## src/rtl/decode_issue_pkg.sv

```systemverilog
// decode_issue_pkg: ISA opcodes, field positions, flags register and instruction decode helper
package decode_issue_pkg;
  localparam logic [2:0] FLAGS_REG = 3'd7;
  localparam int F_OPC = 12;
  localparam int F_RD = 9;
  localparam int F_RS1 = 6;
  localparam int F_I = 5;
  typedef enum logic [3:0] {
    OP_NOP, OP_ADD, OP_LD, OP_ST, OP_SUB, OP_MUL, OP_CMP,
    OP_MOV, OP_OR, OP_AND, OP_NOT, OP_LSL, OP_LSR
  } opcode_t;
  typedef struct packed {
    logic       valid;
    logic       has_dst;
    logic [2:0] dst;
    logic       use_rs1;
    logic       use_rs2;
    logic       use_rd;
  } dec_t;
  function automatic dec_t decode(input logic [15:0] i);
    dec_t d;
    logic [3:0] op;
    op = i[F_OPC+:4];
    d.valid = op >= OP_ADD && op <= OP_LSR;
    d.has_dst = d.valid && op != OP_ST;
    d.dst = op == OP_CMP ? FLAGS_REG : i[F_RD+:3];
    d.use_rs1 = d.valid && op != OP_MOV;
    d.use_rs2 = d.valid && !i[F_I] && op != OP_NOT;
    d.use_rd = op == OP_ST;
    return d;
  endfunction
endpackage

```

## src/rtl/decode_issue_regfile_scoreboard.sv

```systemverilog
// decode_issue_regfile_scoreboard: register file with write-first read ports and busy-bit scoreboard
module decode_issue_regfile_scoreboard #(
  parameter int NREGS = 8,
  parameter int XLEN = 16
) (
  input  logic             clk,
  input  logic             reset,
  input  logic [2:0]       ra1,
  input  logic [2:0]       ra2,
  input  logic [2:0]       ra3,
  output logic [XLEN-1:0]  rd1,
  output logic [XLEN-1:0]  rd2,
  output logic [XLEN-1:0]  rd3,
  output logic [NREGS-1:0] busy,
  input  logic             set_en,
  input  logic [2:0]       set_rd,
  input  logic             wb_valid,
  input  logic             wb_we,
  input  logic [2:0]       wb_rd,
  input  logic [XLEN-1:0]  wb_data
);
  logic [XLEN-1:0] regs [NREGS];
  logic [NREGS-1:0] busy_q, clr, set;
  logic wr;
  // Same-cycle writeback is visible to reads and to the busy view used for hazards
  always_comb begin
    wr = wb_valid && wb_we;
    clr = wb_valid ? NREGS'(1) << wb_rd : '0;
    set = set_en ? NREGS'(1) << set_rd : '0;
    busy = busy_q & ~clr;
    rd1 = wr && wb_rd == ra1 ? wb_data : regs[ra1];
    rd2 = wr && wb_rd == ra2 ? wb_data : regs[ra2];
    rd3 = wr && wb_rd == ra3 ? wb_data : regs[ra3];
  end
  // Clear on retirement, then set on issue so a new issue wins over a same-register retirement
  always_ff @(posedge clk or posedge reset)
    if (reset) begin
      busy_q <= '0;
      for (int i = 0; i < NREGS; i++) regs[i] <= '0;
    end else begin
      busy_q <= busy | set;
      if (wr) regs[wb_rd] <= wb_data;
    end
endmodule

```

## src/rtl/decode_issue.sv

```systemverilog
// decode_issue: decode, RAW/WAW interlock and issue register feeding the execute ALU
module decode_issue import decode_issue_pkg::*; #(
  parameter int NREGS = 8,
  parameter int XLEN = 16
) (
  input  logic            clk,
  input  logic            reset,
  input  logic [15:0]     instrin,
  input  logic            in_valid,
  output logic            in_ready,
  input  logic            is_branch_takenin,
  input  logic            wb_valid,
  input  logic            wb_we,
  input  logic [2:0]      wb_rd,
  input  logic [XLEN-1:0] wb_data,
  output logic [11:0]     alusignals,
  output logic [XLEN-1:0] op1,
  output logic [XLEN-1:0] op2,
  output logic [4:0]      immx,
  output logic            isimmediate,
  output logic [XLEN-1:0] stdata,
  output logic [15:0]     instrout,
  output logic            out_valid,
  output logic [15:0]     stall_cycles
);
  dec_t dec;
  logic [NREGS-1:0] busy;
  logic [XLEN-1:0] r1, r2, r3;
  logic hazard, issue;
  assign dec = decode(instrin);
  decode_issue_regfile_scoreboard #(.NREGS(NREGS), .XLEN(XLEN)) u_rf (
    .clk(clk), .reset(reset),
    .ra1(instrin[F_RS1+:3]), .ra2(instrin[2:0]), .ra3(instrin[F_RD+:3]),
    .rd1(r1), .rd2(r2), .rd3(r3), .busy(busy),
    .set_en(issue && dec.has_dst), .set_rd(dec.dst),
    .wb_valid(wb_valid), .wb_we(wb_we), .wb_rd(wb_rd), .wb_data(wb_data)
  );
  // Interlock on any busy source or busy destination of the held instruction
  always_comb begin
    hazard = (dec.use_rs1 && busy[instrin[F_RS1+:3]]) || (dec.use_rs2 && busy[instrin[2:0]]) ||
             (dec.use_rd && busy[instrin[F_RD+:3]]) || (dec.has_dst && busy[dec.dst]);
    issue = in_valid && !hazard && !is_branch_takenin && dec.valid;
    in_ready = !hazard && !reset;
  end
  // Output register: issued instruction or an all-zero bubble every cycle
  always_ff @(posedge clk or posedge reset)
    if (reset) begin
      alusignals <= '0;
      op1 <= '0;
      op2 <= '0;
      immx <= '0;
      isimmediate <= 1'b0;
      stdata <= '0;
      instrout <= '0;
      out_valid <= 1'b0;
    end else begin
      alusignals <= issue ? 12'(1) << (instrin[F_OPC+:4] - 4'd1) : '0;
      op1 <= issue ? r1 : '0;
      op2 <= issue ? r2 : '0;
      immx <= issue ? instrin[4:0] : '0;
      isimmediate <= issue && instrin[F_I];
      stdata <= issue && dec.use_rd ? r3 : '0;
      instrout <= issue ? instrin : '0;
      out_valid <= issue;
    end
  // Saturating count of cycles a valid instruction is held by the interlock
  always_ff @(posedge clk or posedge reset)
    if (reset) stall_cycles <= '0;
    else if (in_valid && hazard && stall_cycles != 16'hFFFF) stall_cycles <= stall_cycles + 16'd1;
endmodule

```

## config.mk

```make
export PLATFORM = sky130hd
export DESIGN_NAME = decode_issue
export DESIGN_NICKNAME = d
export VERILOG_FILES = /design/src/rtl/decode_issue_pkg.sv /design/src/rtl/decode_issue_regfile_scoreboard.sv /design/src/rtl/decode_issue.sv
export SDC_FILE = /design/constraint.sdc
export NUM_CORES = 1
export LEC_CHECK = 0
export BUFFER_PORTS_ARGS = -buffer_cell sky130_fd_sc_hd__buf_2
export CAP_MARGIN = 20
export CORE_MARGIN = 2
export CORE_UTILIZATION = 45
export CTS_CLUSTER_SIZE = 30
export DETAILED_ROUTE_END_ITERATION = 10
export PLACE_DENSITY = 0.67
export SKIP_CTS_REPAIR_TIMING = 1
export SYNTH_ARGS = -nofsm -noshare
export SYNTH_HDL_FRONTEND = slang
export SYNTH_SLANG_ARGS = --single-unit
```

## constraint.sdc

```tcl
create_clock -name clk -period 8.3 [get_ports clk]
set_input_delay 2.075 -clock clk [delete_from_list [all_inputs] [get_ports clk]]
set_output_delay 2.075 -clock clk [all_outputs]
set_load 0.01 [all_outputs]
```

# Yosys cells after proc, flatten, opt, wreduce, memory -nomap -nowiden
# Cells that the tools add are included.
# word_totals
reg_bits	235
in_bits	41
out_inout_bits	100
# classes
n_addsub	2
n_lt_le_gt_ge	11
eq_ne	9
n_shift	3
muxes	32
bitwise_logic	7
n_reduce_logical	30
# op_table
op	n
two-way mux 16 bit	14
binary-select mux 16 bit (select 3 bit)	3
bitwise mux 128 bit	1
demux 16 bit (select 3 bit)	1
logical AND 1 bit	23
adder 16 x 1 -> 16 bit, second input constant	1
>= comparator 4 bit, second input constant	4
less-than comparator 3 x 4 -> 1 bit, second input constant	4
two-way mux 8 bit	2
inequality test 16 bit, second input constant	1
NOT 3 -> 4 bit	4
<< shifter 1 x 3 -> 8 bit, first input constant	2
binary-select mux 1 bit (select 3 bit)	4
two-way mux 12 bit	1
<< shifter 1 x 4 -> 12 bit, first input constant	1
equality test 3 bit	3
bitwise AND 8 bit	1
NOT 8 bit	1
OR 8 bit	1
two-way mux 5 bit	1
equality test 4 x 2 -> 1 bit, second input constant	1
equality test 4 x 3 -> 1 bit, second input constant	1
>= comparator 4 x 1 -> 1 bit, second input constant	1
less-or-equal comparator 4 bit, second input constant	1
other kinds (9)	17

# Depth between registers and ports, before layout
# depth
word_depth	17
depth_mapped	12
depth_no_buf	8

# Cells and area by module
# A second synthesis with hierarchy kept.
# unflattened
cells_unflattened	874
area_unflattened_um2	13010.0
# modules_own_cells
module	n_inst	cells_per_inst	area_each_um2	seq_area_each_um2
decode_issue_regfile_scoreboard	1	569	9213.8	3403.3
decode_issue	1	305	3796.1	2327.2

# Worst setup path before layout
# OpenSTA, ideal clock, no wires.
# synth_timing
path_type	input-to-output
startpoint	input wb_rd[1]
endpoint	output in_ready
arrival_time_ns	3.943
path_slack_ns	2.282
path_stages	10
path_cell_list	buf_6 > nand2b_4 > buf_6 > o31a_1 > mux4_2 > o211ai_1 > nand4_1 > clkbuf_1 > buf_2 > nor2_1
# synth_via
elab_chain_cells	12
elab_cells_between_ends	21
# synth_lines
item	line	text
from (decl)	decode_issue.sv:14	input logic [2:0] wb_rd,
<< shifter 1 x 3 -> 8 bit (*)	decode_issue_regfile_scoreboard.sv:28	clr = wb_valid ? NREGS'(1) << wb_rd : '0;
two-way mux 8 bit (*)	decode_issue_regfile_scoreboard.sv:28	
NOT 8 bit (*)	decode_issue_regfile_scoreboard.sv:30	busy = busy_q & ~clr;
bitwise AND 8 bit (*)	decode_issue_regfile_scoreboard.sv:30	
binary-select mux 1 bit (select 3 bit)	decode_issue.sv:40	hazard = (dec.use_rs1 && busy[instrin[F_RS1+:3]]) || (dec.use_rs2 && busy[instrin[2:0]]) ||
two-way mux 1 bit (implied by the code)	decode_issue.sv:40	
logical AND 1 bit	decode_issue.sv:40	
logical OR 1 bit (2 in a row)	decode_issue.sv:40	
logical OR 1 bit (*)	decode_issue.sv:41	(dec.use_rd && busy[instrin[F_RD+:3]]) || (dec.has_dst && busy[dec.dst]);
logical NOT 1 bit (*)	decode_issue.sv:43	in_ready = !hazard && !reset;
logical AND 1 bit (*)	decode_issue.sv:43	
to (decl)	decode_issue.sv:10	output logic in_ready,
# Mark *: on every way between the ends. The rest lies on a longest branch, timed or not. The select of a mux whose other input is x is not followed.

# Final worst setup path
# layout_timing
startpoint	input instrin[14]
endpoint	output in_ready
# layout_via
elab_chain_cells	10
elab_cells_between_ends	24
# layout_lines
item	line	text
from (decl)	decode_issue.sv:8	input logic [15:0] instrin,
>= comparator 4 x 1 -> 1 bit or less-or-equal comparator 4 bit (tied branches)	decode_issue_pkg.sv:24	d.valid = op >= OP_ADD && op <= OP_LSR;
logical AND 1 bit	decode_issue_pkg.sv:24	
logical AND 1 bit (2 in a row)	decode_issue_pkg.sv:28	d.use_rs2 = d.valid && !i[F_I] && op != OP_NOT;
logical AND 1 bit	decode_issue.sv:40	
logical OR 1 bit (2 in a row)	decode_issue.sv:40	
logical OR 1 bit (*)	decode_issue.sv:41	
logical NOT 1 bit (*)	decode_issue.sv:43	
logical AND 1 bit (*)	decode_issue.sv:43	
# Marked as above.

==> impl_metrics.yaml <==
outcome:
  status: "completed"
floorplan:
  io_pins: 141
  start_util_pct: 45.7
  rows: 60
  die_w_um: 170
  coreArea_sq_mm: 0.0270
  dieHeight_um: 170
  die-area_sq_mm: 0.0287
finish:
  area_growth_pct: 13.8
  nets: 1082
  drive_gt1_share_pct: 42.7
  multi_input_area_sq_mm: 0.00610
  postLayoutCellArea_sq_mm: 0.0140
  final_common_cell: "dfrtp_1"
  num-fill-cells: 2301
  final_cell_mix: "229 x dfrtp_1, 140 x buf_2, 131 x mux2_2"
  ff_latch_area_sq_mm: 0.00573
yosys:
  yosysUniqueCellTypes: 55
  syn_area_sq_mm: 0.0123
  syn-instance-count: 953
  synth_top_area_share_pct: 46.5
  ys_seq_area_share_pct: 46.5
  yosys_warnings: 0
  synth_ff_type: "dfrtp_1"
  syn-num-nets: 995
  synth_edf_count: 0
  ys_async_sr_fraction_pct: 100
  synth-seq-cells: 229
  yosys-top-cells-area: "dfrtp_1 46%, mux4_2 18%, mux2_2 12%"
  avgSynthCellArea_sq_um: 12.9
  yosysTopAreaCell: "dfrtp_1"
placement:
  port_buffers: 140
  post-dp-hpwl_um: 19400
  gp_congestion: 0.859
  place_ws_ns: 2.10
  placed_area_sq_mm: 0.0132
timing:
  setup_tns_ns: 0
  setup_viol: 0
  max_slew_margin_pct: 24.8
  rsz0062_at_grt: "false"
  hold_viol: 0
  drv_slew: 0
  fin_crit_sh_pct: 74.6
  timing.hold.ws_ns: 0.492
  fin_crit_ns: 6.19
  finClkSkew_ns: 0.00739
  tightest_slew_ns: 1.13
  layout_setup_ws_ns: 2.11
  fmax_ghz: 0.162
detailed_routing:
  antenna_left: 0
  drt-total-wl_um: 31700
  dr.pass1.iters: 7
  drt-initial-drc-count: 857
  num_vias: 8534
  avgRoutedWirePerCell_um: 22.6
  viasPerCell: 6.09
  route.detailed.drc: 0
clocking:
  insertion_delay_ns: 0.53
  clk_pin_slew_ns: 0.06
  cts_max_level: 1
  cts_tree: "built"
  cts_made_buffers: 26
  cts.sinks: 229
  cts.path.max_buffers: 3
  clockRootBuffer: "clkbuf_16"
pwr:
  p_leak_uw: 0.00618
  pwr_density_cell_mw_per_mm2: 233
  seqPwrFrac_pct: 44.5
  combPwrFrac_pct: 20.7
  switchingPower_uw: 892
  p_int_uw: 2370
  ir_drop_uv: 137
  p_clk_share_pct: 34.8
  swShare_pct: 27.3
grt:
  globalRouteMet1Util_pct: 31.6
  met2_usage_pct: 34.4
  gr-max-usage-layer: "met2"
  grt_use_total_pct: 22.2
  grt_start_max_net_pins: 137
  antenna_found_initial: 1
  grt_pass1_vias: 8374
  grt.met3_usage_pct: 4.27
  grt_overflow_total: 0
  grt_pass1_wl_um: 49000
worst_setup_path:
  cp.required_ns: 6.23
  crit_type: "primary input to output port"
  worstPathMaxFanout: 34
  worstSetupStartpointType: "primary input"
  ff2ff_path_depth: 9
  worst_ep_arrival_time_ns: 4.11
  r2r_slack_ns: 5.12
  critPathCaptureType: "output port"
  cp-endpoint: "in_ready"
  critical_path.startpoint: "instrin[14]"
  worstReg2RegEnd: "alusignals[7]"
  r2r_start: "u_rf.busy_q[6]"
job:
  cap_violations: 0
hold_path:
  hold_class: "flip-flop to flip-flop"
## Yosys cell counts, types with 2 or more instances
cell and n:
and3_1 8, xnor2_1 23, dfrtp_1 229, o2111ai_1 3, o31ai_1 3, nand4b_1 3, a311oi_1 34, nand2b_1 10
clkinv_1 2, nor4_1 17, o21a_1 2, buf_1 16, clkbuf_1 62, or3_1 2, o211ai_1 10, and2_1 11
nand3_1 14, a211o_1 17, nor2b_1 4, nand2_1 76, nor4_2 9, mux2_2 131, inv_1 7, buf_4 6
mux2i_1 16, o41ai_2 2, nand4bb_1 2, nand4_1 16, a21o_1 3, nor3_2 2, nor3_1 4, a22oi_1 2
nor2_1 67, or2_2 3, buf_2 13, a21oi_1 2, mux4_2 97, o21ai_0 4, buf_6 5
## how the worst min path moves through the flow
stage	start	to	slack, ns	cells after the start
finish	stall_cycles[11]	stall_cycles[11]	0.49	1
global route	stall_cycles[11]	stall_cycles[11]	0.52	1
CTS	stall_cycles[11]	stall_cycles[11]	0.49	1
detailed placement	stall_cycles[11]	stall_cycles[11]	0.48	1
global placement	stall_cycles[11]	stall_cycles[11]	0.48	1
floorplan	u_rf.busy_q[2]	u_rf.busy_q[2]	0.48	2
## power by group through the flow
stage | Combinational (uW) | Clock (uW) | Sequential, uW
detailed placement | 678 | 0 | 1470
global route | 730 | 1210 | 1480
floorplan | 535 | 0 | 1430
CTS | 680 | 1160 | 1450
global placement | 665 | 0 | 1450
finish | 676 | 1140 | 1450
## routing by layer
metal  up-vias  wire, um
met4         0       982
li1       3772         -
met5         -         0
met2       368     14500
met1      4330     13700
met3        64      2540
## sequential cells by signal, indices dropped and copies added (netlist names)
register	flops
instrout	16
op1	16
stdata	16
u_rf.regs	128
out_valid	1
op2	16
u_rf.busy_q	8
alusignals	12
stall_cycles	16
## critical path: stages
cell	delay, ns
buf_2	0.51
and4bb_2	0.40
nor3_1	0.08
a221oi_1	0.33
o211ai_1	0.14
nand4_1	0.11
buf_4	0.24
nor2_1	0.06
buf_2	0.14
## layout make-up
class	instances	area share, %
sequential	229	40.8
timing repair buffer	161	6.21
inverter	10	0.294
antenna	1	0.0178
tap	341	3.04
clock buffer	36	5.26
clock inverter	11	0.829
multi-input combinational	612	43.5
## metrics by stage
stage               utilization, %  total power [uW]  std cells
finish                        52.1              3260       1401
global route                  52.1              3420       1401
CTS                           52.0              3290       1400
detailed placement            48.9              2140       1353
global placement              48.9              2120       1353
floorplan                        -              1970        953
## logic make-up after synthesis
group | share of synthesized area (%)
AND/OR/NAND/NOR | 10.7
multiplexers | 31.0
flip-flops | 46.5
buffers and inverters | 4.03
AO/OA/AOI/OAI | 6.02
XOR/XNOR | 1.63
adder cells (fa/ha/maj) | 0.183
No activity file was read; power rests on OpenSTA's default activity.
